`config.mk`:
```
export PLATFORM = sky130hd
export DESIGN_NAME = tft_spi_streamer_flat
export DESIGN_NICKNAME = d
export VERILOG_FILES = /design/src/rtl/tft_spi_streamer_if.sv /design/src/rtl/tft_spi_streamer.sv /design/src/flat_wrapper.sv
export SDC_FILE = /design/constraint.sdc
export NUM_CORES = 1
export LEC_CHECK = 0
export ABC_CLOCK_PERIOD_IN_PS = 5200
export BUFFER_PORTS_ARGS = -buffer_cell sky130_fd_sc_hd__buf_2
export CAP_MARGIN = 30
export CORE_UTILIZATION = 45
export DETAILED_ROUTE_END_ITERATION = 10
export PLACE_DENSITY_LB_ADDON = 0.08
export SKIP_LAST_GASP = 1
export SYNTH_ARGS = -nofsm -noshare
export SYNTH_HDL_FRONTEND = slang
export SYNTH_SLANG_ARGS = --single-unit
```
`constraint.sdc`:
```
create_clock -name clk_sys -period 5.2 [get_ports clk_sys]
set_input_delay 0.26 -clock clk_sys [delete_from_list [all_inputs] [get_ports clk_sys]]
set_output_delay 0.26 -clock clk_sys [all_outputs]
set_load 0.01 [all_outputs]
```
`src/rtl/tft_spi_streamer_if.sv`:
```
// CPU-side write port of the TFT SPI streamer: push handshake plus FIFO/engine status.
interface tft_spi_streamer_if #(
    parameter int ADDR_W = 4
);
    logic            wr_en;
    logic [8:0]      wr_data;
    logic            ovf_clr;
    logic            full;
    logic            empty;
    logic [ADDR_W:0] level;
    logic            overflow;
    logic            busy;

    modport master (
        output wr_en, wr_data, ovf_clr,
        input  full, empty, level, overflow, busy
    );

    modport slave (
        input  wr_en, wr_data, ovf_clr,
        output full, empty, level, overflow, busy
    );
endinterface

```
`src/rtl/tft_spi_streamer.sv`:
```
// Write-only SPI mode-0 master for the TFT panel: FIFO of 9-bit {D/CX, byte} entries,
// shifted out MSB first with CS held low across back-to-back entries.
module tft_spi_streamer #(
    parameter int CLK_DIV    = 8,
    parameter int FIFO_DEPTH = 16,
    parameter int ADDR_W     = 4
) (
    input  logic              clk_sys,
    input  logic              rst,
    tft_spi_streamer_if.slave bus,
    output logic              tft_SCLK,
    output logic              tft_MOSI,
    output logic              tft_CS,
    output logic              tft_D_CX
);
    localparam int              CNT_W      = (CLK_DIV > 1) ? $clog2(CLK_DIV) : 1;
    localparam logic [CNT_W-1:0] CNT_LAST  = CNT_W'(CLK_DIV - 1);
    localparam logic [ADDR_W:0] LEVEL_FULL = (ADDR_W + 1)'(FIFO_DEPTH);

    typedef enum logic [2:0] {
        IDLE,
        SETUP,
        SHIFT_HI,
        SHIFT_LO,
        HOLD
    } state_t;

    logic [8:0]        mem_q [FIFO_DEPTH];
    logic [ADDR_W-1:0] wr_ptr_q, wr_ptr_d;
    logic [ADDR_W-1:0] rd_ptr_q, rd_ptr_d;
    logic [ADDR_W:0]   level_q, level_d;
    logic              full_q, full_d;
    logic              empty_q, empty_d;
    logic              overflow_q, overflow_d;
    logic              push;
    logic              pop;
    logic [8:0]        head;

    state_t            state_q, state_d;
    logic [CNT_W-1:0]  cnt_q, cnt_d;
    logic [2:0]        bit_q, bit_d;
    logic [6:0]        sr_q, sr_d;
    logic              sclk_q, sclk_d;
    logic              mosi_q, mosi_d;
    logic              cs_q, cs_d;
    logic              dcx_q, dcx_d;
    logic              phase_end;

    assign head      = mem_q[rd_ptr_q];
    assign phase_end = (cnt_q == CNT_LAST);

    // A drop while full beats a same-cycle ovf_clr, so the set is applied last.
    always_comb begin
        push       = bus.wr_en && !full_q;
        wr_ptr_d   = wr_ptr_q;
        rd_ptr_d   = rd_ptr_q;
        level_d    = level_q;
        overflow_d = overflow_q;
        if (push) begin
            wr_ptr_d = wr_ptr_q + ADDR_W'(1);
        end
        if (pop) begin
            rd_ptr_d = rd_ptr_q + ADDR_W'(1);
        end
        case ({push, pop})
            2'b10:   level_d = level_q + (ADDR_W + 1)'(1);
            2'b01:   level_d = level_q - (ADDR_W + 1)'(1);
            default: level_d = level_q;
        endcase
        full_d  = (level_d == LEVEL_FULL);
        empty_d = (level_d == '0);
        if (bus.ovf_clr) begin
            overflow_d = 1'b0;
        end
        if (bus.wr_en && full_q) begin
            overflow_d = 1'b1;
        end
    end

    always_comb begin
        state_d = state_q;
        cnt_d   = cnt_q;
        bit_d   = bit_q;
        sr_d    = sr_q;
        sclk_d  = sclk_q;
        mosi_d  = mosi_q;
        cs_d    = cs_q;
        dcx_d   = dcx_q;
        pop     = 1'b0;

        if (state_q != IDLE) begin
            cnt_d = phase_end ? '0 : cnt_q + CNT_W'(1);
        end

        case (state_q)
            IDLE: begin
                cs_d   = 1'b1;
                sclk_d = 1'b0;
                cnt_d  = '0;
                if (!empty_q) begin
                    pop     = 1'b1;
                    sr_d    = head[6:0];
                    mosi_d  = head[7];
                    dcx_d   = head[8];
                    bit_d   = 3'd7;
                    cs_d    = 1'b0;
                    state_d = SETUP;
                end
            end
            SETUP: begin
                if (phase_end) begin
                    sclk_d  = 1'b1;
                    state_d = SHIFT_HI;
                end
            end
            SHIFT_HI: begin
                if (phase_end) begin
                    sclk_d  = 1'b0;
                    state_d = SHIFT_LO;
                    // MOSI moves on at the falling edge; after bit 0 it just holds.
                    if (bit_q != 3'd0) begin
                        mosi_d = sr_q[6];
                        sr_d   = {sr_q[5:0], 1'b0};
                    end
                end
            end
            SHIFT_LO: begin
                if (phase_end) begin
                    if (bit_q != 3'd0) begin
                        bit_d   = bit_q - 3'd1;
                        sclk_d  = 1'b1;
                        state_d = SHIFT_HI;
                    end else if (!empty_q) begin
                        pop     = 1'b1;
                        sr_d    = head[6:0];
                        mosi_d  = head[7];
                        dcx_d   = head[8];
                        bit_d   = 3'd7;
                        state_d = SETUP;
                    end else begin
                        state_d = HOLD;
                    end
                end
            end
            HOLD: begin
                if (phase_end) begin
                    cs_d    = 1'b1;
                    state_d = IDLE;
                end
            end
            default: begin
                state_d = IDLE;
            end
        endcase
    end

    always_ff @(posedge clk_sys) begin
        if (push) begin
            mem_q[wr_ptr_q] <= bus.wr_data;
        end
    end

    always_ff @(posedge clk_sys) begin
        if (!rst) begin
            wr_ptr_q   <= '0;
            rd_ptr_q   <= '0;
            level_q    <= '0;
            full_q     <= 1'b0;
            empty_q    <= 1'b1;
            overflow_q <= 1'b0;
            state_q    <= IDLE;
            cnt_q      <= '0;
            bit_q      <= '0;
            sr_q       <= '0;
            sclk_q     <= 1'b0;
            mosi_q     <= 1'b0;
            cs_q       <= 1'b1;
            dcx_q      <= 1'b0;
        end else begin
            wr_ptr_q   <= wr_ptr_d;
            rd_ptr_q   <= rd_ptr_d;
            level_q    <= level_d;
            full_q     <= full_d;
            empty_q    <= empty_d;
            overflow_q <= overflow_d;
            state_q    <= state_d;
            cnt_q      <= cnt_d;
            bit_q      <= bit_d;
            sr_q       <= sr_d;
            sclk_q     <= sclk_d;
            mosi_q     <= mosi_d;
            cs_q       <= cs_d;
            dcx_q      <= dcx_d;
        end
    end

    assign bus.full     = full_q;
    assign bus.empty    = empty_q;
    assign bus.level    = level_q;
    assign bus.overflow = overflow_q;
    assign bus.busy     = (state_q != IDLE);
    assign tft_SCLK     = sclk_q;
    assign tft_MOSI     = mosi_q;
    assign tft_CS       = cs_q;
    assign tft_D_CX     = dcx_q;
endmodule
```
`src/flat_wrapper.sv`:
```
// flat-port wrapper written by rule: the top's interface ports become plain ports
module tft_spi_streamer_flat 
#(
    parameter int CLK_DIV    = 8,
    parameter int FIFO_DEPTH = 16,
    parameter int ADDR_W     = 4
)
  (clk_sys, rst, tft_SCLK, tft_MOSI, tft_CS, tft_D_CX, bus_wr_en, bus_wr_data, bus_ovf_clr, bus_full, bus_empty, bus_level, bus_overflow, bus_busy);
  tft_spi_streamer_if #(.ADDR_W(ADDR_W)) bus_i ();
  input  logic clk_sys;
  input  logic rst;
  output logic tft_SCLK;
  output logic tft_MOSI;
  output logic tft_CS;
  output logic tft_D_CX;
  input wire logic [$bits(bus_i.wr_en)-1:0] bus_wr_en;
  input wire logic [$bits(bus_i.wr_data)-1:0] bus_wr_data;
  input wire logic [$bits(bus_i.ovf_clr)-1:0] bus_ovf_clr;
  output wire logic [$bits(bus_i.full)-1:0] bus_full;
  output wire logic [$bits(bus_i.empty)-1:0] bus_empty;
  output wire logic [$bits(bus_i.level)-1:0] bus_level;
  output wire logic [$bits(bus_i.overflow)-1:0] bus_overflow;
  output wire logic [$bits(bus_i.busy)-1:0] bus_busy;
  assign bus_i.wr_en = bus_wr_en;
  assign bus_i.wr_data = bus_wr_data;
  assign bus_i.ovf_clr = bus_ovf_clr;
  assign bus_full = bus_i.full;
  assign bus_empty = bus_i.empty;
  assign bus_level = bus_i.level;
  assign bus_overflow = bus_i.overflow;
  assign bus_busy = bus_i.busy;
  tft_spi_streamer #(.CLK_DIV(CLK_DIV), .FIFO_DEPTH(FIFO_DEPTH), .ADDR_W(ADDR_W)) u_core (.clk_sys(clk_sys), .rst(rst), .bus(bus_i), .tft_SCLK(tft_SCLK), .tft_MOSI(tft_MOSI), .tft_CS(tft_CS), .tft_D_CX(tft_D_CX));
endmodule
```
# Word-level counts from Yosys, hierarchy flattened
# Memory sizes are Yosys's and may differ from the RTL's. A register that Yosys moved wholly into a read port is not among the register bits.
# Index checks and enable logic that the tools add are counted.
# W data, S select, Z words.
dict set report totals {
  elab_cells 104
  regBits 36
  ramBits 144
  inputBits 13
  mem_count 1
}
dict set report op_classes {
  eq_ne 16
  mux 47
  n_reduce_logical 19
  bitwise_logic 1
  n_addsub 6
}
# name depth word_bits rd rd_ports_with_merged_regs wr line
set memory_table {}
lappend memory_table {u_core.mem_q 16 9 1 1 1 tft_spi_streamer.sv:28} ;# logic [8:0] mem_q [FIFO_DEPTH];
# operator count
set op_table {}
lappend op_table {{$mux W7} 5}
lappend op_table {{$mux W3} 11}
lappend op_table {{$pmux W7 S3} 1}
lappend op_table {{$mux W1} 20}
lappend op_table {{$pmux W3 S5} 1}
lappend op_table {{$reduce_and A5 Y1} 3}
lappend op_table {{$ne A2 B1 Y1 const B} 6}
lappend op_table {{$pmux W5 S2} 1}
lappend op_table {{$reduce_bool A3 Y1} 3}
lappend op_table {{$add A4 B1 Y4 const B} 2}
lappend op_table {{$mux W4} 2}
lappend op_table {{$eq A3 B2 Y1 const B} 2}
lappend op_table {{$eq A3 B3 Y1 const B} 2}
lappend op_table {{$pmux W1 S2} 3}
lappend op_table {{$pmux W3 S2} 1}
lappend op_table {{$reduce_bool A2 Y1} 3}
lappend op_table {{$add A5 B1 Y5 const B} 1}
lappend op_table {{$eq A5 B5 Y1 const B} 1}
lappend op_table {{$logic_not A5 Y1} 1}
lappend op_table {{$sub A5 B1 Y5 const B} 1}
lappend op_table {{$ne A2 B2 Y1 const B} 2}
lappend op_table {{$pmux W1 S4} 1}
lappend op_table {{$reduce_and A2 Y1} 2}
lappend op_table {{$reduce_bool A4 Y1} 1}
lappend op_table {{other kinds (12)} 13}

# Logic depth before layout (Yosys ltp)
# Gate-level depths: netlist of the first run.
dict set report logic_depth {
  depth_word 7
  ltp_mapped 15
  mapped_depth_nobuf 13
}

# Worst setup path after synthesis of the first run
# OpenSTA, ideal clock, no wires.
dict set report synth_path {
  path_kind {reg2reg}
  startpoint {register u_core.cnt_q[0]}
  endpoint {register u_core.full_q (netlist: u_core.bus.full)}
  path_buffers 2
  setup_ps 90
  required_ps 5110
  path_stages_with_launch 16
  arrival_ps 2842
  setup_slack_ps 2268
  path_cell_list {dfxtp_1 > ha_1 > ha_1 > buf_2 > and4b_1 > buf_6 > a21oi_4 > inv_2 > nand2_4 > xnor2_1 > ha_1 > nor4b_1 > nand3_1 > a31oi_1 > xor2_1 > nor4bb_2}
}
dict set report synth_via {
  elab_chain_cells 6
  elab_cells_between_ends 7
  classes_between {4 x eq/ne; 3 x mux}
}
# item line
set synth_rtl {}
lappend synth_rtl {{from (decl)} tft_spi_streamer.sv:40} ;# logic [CNT_W-1:0] cnt_q, cnt_d;
lappend synth_rtl {{from (signal assigned)} tft_spi_streamer.sv:187} ;# cnt_q <= cnt_d;
lappend synth_rtl {{$eq A3 B3 Y1 *} tft_spi_streamer.sv:50} ;# assign phase_end = (cnt_q == CNT_LAST);
lappend synth_rtl {{$mux W1 *} tft_spi_streamer.sv:128} ;# if (phase_end) begin
lappend synth_rtl {{$pmux W1 S2 *} tft_spi_streamer.sv:95} ;# case (state_q)
lappend synth_rtl {{$eq A2 B1 Y1 / $eq A2 B2 Y1 (equally long branches)} tft_spi_streamer.sv:65} ;# case ({push, pop})
lappend synth_rtl {{$pmux W5 S2 *} tft_spi_streamer.sv:65}
lappend synth_rtl {{$eq A5 B5 Y1 *} tft_spi_streamer.sv:70} ;# full_d = (level_d == LEVEL_FULL);
lappend synth_rtl {{to (signal assigned)} tft_spi_streamer.sv:183} ;# full_q <= full_d;
lappend synth_rtl {{to (decl)} tft_spi_streamer.sv:32} ;# logic full_q, full_d;
# Every way passes the cells marked *; elsewhere a longest branch is shown, timed or not.
# A chain may end at the register's enable or synchronous reset.

# Final worst setup path of the first run
# Same ends and word-level chain as after synthesis.

==> impl_metrics.tcl, run 1 <==
set metrics [dict create \
    antenna_found_initial 0 \
    status "completed" \
    hpwl_um 9930 \
    synth_top_area_cell "edfxtp_1" \
    drt-pass1-iter-count 6 \
    dieWidth_um 131 \
    setup_viol 0 \
    synth.area.top_cells "edfxtp_1 58%, mux4_2 14%, dfxtp_1 11%, nand2_1 1.9%, ha_1 1.8%" \
    vias_per_cell 5.46 \
    post_cts_resized 0 \
    grt_pass1_wl_um 23000 \
    grt_max_degree 41 \
    fin_crit_sh_pct 63.8 \
    cts_setup_buffers 0 \
    ant_nets 0 \
    core-area_sq_um 16100 \
    hold_viol_final 0 \
    cp-end-kind "flop" \
    drive_above_1_share_pct 25.1 \
    synth_warnings 0 \
    slowest_stage "and4b_1" \
    cts.root.buffer_cell "clkbuf_16" \
    synthToLayoutAreaGrowth_pct 13.2 \
    p_leak_nw 2.82 \
    hold_path.class "input port to flop" \
    path_max_fanout 10 \
    clkSlewWorstSetupHoldPaths_ps 60 \
    drc 0 \
    grt_overflow 0 \
    num_rows 46 \
    cts_buffers 17 \
    insertedDiodeCount 0 \
    die_h_um 131 \
    vias 3912 \
    synth_edf_count 144 \
    max_stage_delay_ps 340 \
    ios 26 \
    relSlewSlack_pct 37.8 \
    wirelength_um 14800 \
    ir_drop_mv 0.249 \
    dp_cells 684 \
    stdcell_count 717 \
    fin_crit_ps 3320 \
    place.gp.congestion 0.776 \
    multi_input_area_sq_um 2210 \
    synthFlopType "edfxtp_1" \
    cts_tree "yes" \
    critPathLaunchType "flop" \
    avgRoutedWirePerCell_um 20.7 \
    final_util_pct 52.9 \
    synth_cell_types 52 \
    ctsHoldBuffers 0 \
    cp.arrival_ps 3650 \
    syn_area_sq_um 7500 \
    power_mw 3.83 \
    drv_cap 0 \
    initial_core_util_pct 46.7 \
    synth_area_per_cell_sq_um 16.7 \
    io_buffers 25 \
    clock-skew-final_ps 8.71 \
    syn_nets 472 \
    crit_top_cell "ha_1" \
    clkLatencyLatePin_ps 420 \
    ys_async_sr_fraction_pct 0 \
    grtUsageTotal_pct 19.3 \
    cts-htree-levels 4 \
    cts_sinks 184 \
    powerDensity_nw_per_um2 451 \
    setup_tns_ps 0 \
    synth.ff_latch_count 184 \
    regArea_sq_um 5130 \
    cp_data_required_time_ps 5530 \
    report.final.slew_viol_count 0 \
    fp.dieArea_sq_um 17200 \
    critPathKind "flop to flop" \
    yosys.area.top_type_share_pct 57.7 \
    synth-seq-area-share_pct 68.3 \
    worst_slew_pin_slew_ps 925 \
    rsz0062_at_grt "no" \
    synthCells 448 \
    clock_path_buffers 2 \
    first_iter_violations 166 \
    grt_pass1_vias 3964 \
    path_cells "ha_1, ha_1, and4b_1, a21oi_4, inv_2, nand2_4, xnor2_1, ha_1, nor4b_1, nand3_1, a31oi_1, xor2_1, nor4bb_2" \
    nFillCells 1338 \
    fin_nets 512 \
    fmax_mhz 301 \
]
[cells in the final DEF (no fill, tap or decap), types with 2 or more instances in the layout]
master     instances
and4b_1            2
nand2b_1           6
buf_6              8
nor3_1            11
clkbuf_8           2
clkbuf_16         17
a21oi_1            6
a211oi_1           2
and3_1             2
inv_1              8
o21ai_0           13
dfxtp_1           39
a21boi_1           2
nand4_1            3
a21boi_0           8
nand3_1            2
nor2_1            21
clkinv_2           2
ha_1              11
xnor2_1            8
clkbuf_1           9
o31ai_1            2
nor2b_1            5
and2_1            12
mux4_2            45
buf_2             26
buf_4             10
mux2i_1            2
nand2_1           37
a31oi_1            9
edfxtp_1         144
[report_power, final]
part	leakage, nW	internal [mW]	switching (mW)
sequential	1.63	1.68	0.106
clock	0.261	0.685	0.493
combinational	0.932	0.435	0.429
total	2.82	2.80	1.03
[worst paths after layout]
kind,start,slack (ps),end,cells after the start
max,u_core.cnt_q[0],1880,u_core.bus.full,13
min,bus_wr_en,110,u_core.bus.overflow,3
max reg2reg,u_core.cnt_q[0],1880,u_core.bus.full,13
min reg2reg,u_core.cnt_q[0],440,u_core.cnt_q[0],1
[cells in the mapped netlist, drive strengths merged (9+ instances only)]
library cell  count
buf              11
ha               11
mux4             45
a31oi             9
nor2             21
edfxtp          144
clkbuf           13
nor3             11
o21ai            13
and2             12
dfxtp            40
nand2            38
inv               9
a21boi           10
[critical path: cells and delay by family (launching register included)]
kind                       cells  cell delay, ps
AOI/OAI and AO/OA              2             500
xor gates and xnor gates       2             360
adders and majority gates      3             730
buffers and inverters          1             170
DFF                            1             320
and+or+nand+nor                5            1150
[routing by layer]
metal / GRT usage (%) / part of all wire (%) / up-vias
met3: 4.30 / 2.3 / 17
met2: 32.9 / 52 / 54
met5: 0 / 0 / -
li1: - / - / 1823
met4: 5.61 / 1.2 / 0
met1: 24.7 / 44 / 2018
[cell type report]
type                    instances  area share [%]
clock buffers                  28            5.73
clock inverters                 4           0.545
inverters                      10           0.442
multi-input cells             230            26.0
flip-flops and latches        184            60.4
well taps                     216            3.18
repair buffers                 45            3.71
[cell families after synthesis]
kind of cell | count (synthesis) | synth area share [%]
fa+ha+maj | 11 | 1.84
buf+inv | 34 | 2.24
mux | 47 | 13.8
compound gates | 51 | 4.71
simple gates | 112 | 8.04
flops | 184 | 68.3
xor+xnor | 9 | 1.05
[through the flow]
stage | hold slack (ps) | setup WS (ps) | instance area [sq um]
finish | 106 | 1880 | 8490
global route | 115 | 1650 | 8490
CTS | 87.3 | 1890 | 8480
detailed placement | 432 | 1910 | 7950
global placement | 413 | 2040 | 7840
floorplan | 359 | 2270 | 7500
[registers in the layout (all words and copies together) (netlist names), 3 cells and up, named ones only]
| name | cells |
|---|---|
| u_core.sr_q | 7 |
| u_core.rd_ptr_q | 4 |
| u_core.mem_q | 144 |
| u_core.bit_q | 3 |
| u_core.cnt_q | 3 |
| u_core.wr_ptr_q | 4 |
| u_core.state_q | 3 |
| u_core.bus.level | 5 |
No activity file was read; power rests on OpenSTA's default activity.
==> inputs of run 2 (changes only) <==
--- a/config.mk
+++ b/config.mk
@@ -5,7 +5,8 @@
 export SDC_FILE = /design/constraint.sdc
 export NUM_CORES = 1
 export LEC_CHECK = 0
-export ABC_CLOCK_PERIOD_IN_PS = 5200
+export ABC_AREA = 1
+export ABC_CLOCK_PERIOD_IN_PS = 3200
 export BUFFER_PORTS_ARGS = -buffer_cell sky130_fd_sc_hd__buf_2
 export CAP_MARGIN = 30
 export CORE_UTILIZATION = 45
==> constraint.sdc (replaced) <==
create_clock -name clk_sys -period 3.2 [get_ports clk_sys]
set_input_delay 0.16 -clock clk_sys [delete_from_list [all_inputs] [get_ports clk_sys]]
set_output_delay 0.16 -clock clk_sys [all_outputs]
set_load 0.01 [all_outputs]
==> run 2 against run 1 <==
  * Combinational power up 110%
  * Clock skew down 1.9 ps
  * Worst setup slack worse by 1200 ps
  * Critical path type unchanged
  * Core utilization down 0.61 points
  * Flip-flop and latch count unchanged
  * Highest routed layer unchanged
==> impl_metrics.tcl, run 2 <==
set metrics [dict create \
    critPathLaunchType "flop" \
    grt_pass1_wl_um 26800 \
    synth_area_per_cell_sq_um 11.8 \
    vias 5035 \
    fin_crit_sh_pct 79.1 \
    synth_cell_types 39 \
    yosys.area_share.simple_pct 13.9 \
    final_cell_area_sq_um 8730 \
    clkSlewWorstSetupHoldPaths_ps 70 \
    rsz0062_at_grt "no" \
    synth_top_family_by_area "simple AND/OR/NAND/NOR gates" \
    slowest_stage "dfxtp_1" \
    path_cells "ha_1, ha_1, inv_1, o21ai_1, nand4_2, nand2_1, nand2_2, inv_2, ha_1, a21oi_1, inv_1, nand3_2, o21ai_1, nand3_1, nand2_1, nand2_1, nand3_1, nand2_1" \
    hold_viol_final 0 \
    status "completed" \
    setup_tns_ps 0 \
    clock_path_buffers 2 \
    synthToLayoutAreaGrowth_pct 12.9 \
    final_cell_mix "144 x edfxtp_1, 107 x nor2_1, 54 x nand2_1" \
    largest_reg_flops 144 \
    syn_area_sq_um 7730 \
    synth.ff_latch_count 184 \
    report.final.slew_viol_count 0 \
    clock-skew-final_ps 6.81 \
    ios 26 \
    synth.area.top_cells "edfxtp_1 56%, dfxtp_1 10%, nor2_1 5.2%, o21ai_0 3.4%, mux2i_1 3.2%" \
    synth_top_area_cell "edfxtp_1" \
    drv_cap 0 \
    fp.dieArea_sq_um 17700 \
    setup_viol 0 \
    dp_cells 892 \
    synth_warnings 0 \
    stdcell_count 926 \
    ys_async_sr_fraction_pct 0 \
    synth.most_common_cell "edfxtp_1" \
    io_buffers 25 \
    top_register "u_core.mem_q" \
    power_mw 6.70 \
    nFillCells 1512 \
    grt_overflow 0 \
    synthMuxAreaShare_pct 3.24 \
    synthFlopType "edfxtp_1" \
    cts_sinks 184 \
    regArea_sq_um 5130 \
    cts_buffers 17 \
    grt_max_degree 45 \
    cp_data_required_time_ps 3500 \
    synth_common_cells "144 x edfxtp_1, 107 x nor2_1, 54 x nand2_1" \
    clkLatencyLatePin_ps 420 \
    relSlewSlack_pct 48.2 \
    cts-htree-levels 4 \
    grtUsageTotal_pct 20.2 \
    yosys.area.top_type_share_pct 56.0 \
    fin_nets 717 \
    fin_hold_ws_ps 100 \
    vias_per_cell 5.44 \
    initial_core_util_pct 46.3 \
    cts_setup_buffers 0 \
    critical_path_buf_inv_count 3 \
    powerDensity_nw_per_um2 768 \
    critical-path-top-delay-family "simple AND/OR/NAND/NOR gates" \
    synthAdderAreaFrac_pct 1.78 \
    synth-seq-area-share_pct 66.3 \
    synth_compound_area_share_pct 10.3 \
    synth_xor_area_share_pct 0.113 \
    die_h_um 133 \
    num_rows 47 \
    placed_cell_area_sq_um 8160 \
    cts_tree "yes" \
    avgRoutedWirePerCell_um 18.1 \
    post_cts_resized 0 \
    wirelength_um 16800 \
    hold_path.class "input port to flop" \
    antenna_found_initial 0 \
    ant_nets 0 \
    path_max_fanout 5 \
    syn_nets 681 \
    cp.arrival_ps 2830 \
    first_iter_violations 372 \
    critPathKind "flop to flop" \
    multi_input_area_sq_um 2260 \
    synthCells 657 \
    grt_pass1_vias 4842 \
    insertedDiodeCount 0 \
    place.gp.congestion 0.840 \
    max_stage_delay_ps 340 \
    fin_crit_ps 2530 \
    cp-end-kind "flop" \
    core-area_sq_um 16700 \
    drive_above_1_share_pct 16.3 \
    worst_slew_pin_slew_ps 776 \
    ir_drop_mv 0.411 \
    cts.root.buffer_cell "clkbuf_16" \
    drt-pass1-iter-count 5 \
    p_leak_nw 3.07 \
    fmax_mhz 395 \
    drc 0 \
    hpwl_um 10700 \
    synth_edf_count 144 \
    dieWidth_um 133 \
    crit_top_cell "nand2_1" \
    final_common_cell "edfxtp_1" \
]
-- run 2: changes by cell type after synthesis, moves of 11 or more --
cell / delta
inv_1: +29
and2_1: -11
nand3_1: +27
a21oi_1: +17
o21ai_0: +40
mux2i_1: +23
nor2_1: +86
nand2_1: +17
mux4_2: -45
o221ai_1: +25
-- run 2: worst paths after layout --
check | start | to | slack (ps) | depth (start not counted)
setup / recovery | u_core.cnt_q[0] | u_core.bus.empty | 670 | 18
hold / removal | rst | u_core.bus.empty | 100 | 2
setup reg to reg | u_core.cnt_q[0] | u_core.bus.empty | 670 | 18
hold reg to reg | u_core.cnt_q[0] | u_core.cnt_q[0] | 440 | 1
-- run 2: cell families after synthesis --
group	after synthesis
muxes	25
DFF	184
buffers and inverters	78
adders and majority gates	11
xor gates and xnor gates	1
AOI/OAI and AO/OA	128
and+or+nand+nor	230
-- run 2: cell type report --
type	count	share of cell area, %
clock buffers	18	4.92
well taps	220	3.15
repair buffers	51	4.01
inverters	44	1.89
flip-flops and latches	184	58.8
multi-input cells	395	25.9
clock inverters	14	1.32
-- run 2: repair_timing --
item                                    CTS  global route
hold buffers                              2             0
endpoints found under the setup margin    0             0
endpoints found under the hold margin     1             0
-- run 2: power breakdown --
part | internal (mW) | switching, mW
Combinational | 0.634 | 1.21
Clock | 1.02 | 0.915
Sequential | 2.76 | 0.162
-- run 2: through the flow --
stage / util [%] / worst slack, ps
3_5_place_dp: 48.9 / 711
2_1_floorplan: - / 982
3_3_place_gp: 48.9 / 813
6_report: 52.2 / 669
5_1_grt: 52.2 / 402
4_1_cts: 52.2 / 663
-- run 2: metal layers --
layer,track usage (%),vias to the layer above,share of wire [%]
met1,28.6,2476,48
met3,3.91,20,3.0
met5,0,-,0
met2,30.8,97,47
li1,-,2442,-
met4,7.73,0,1.9
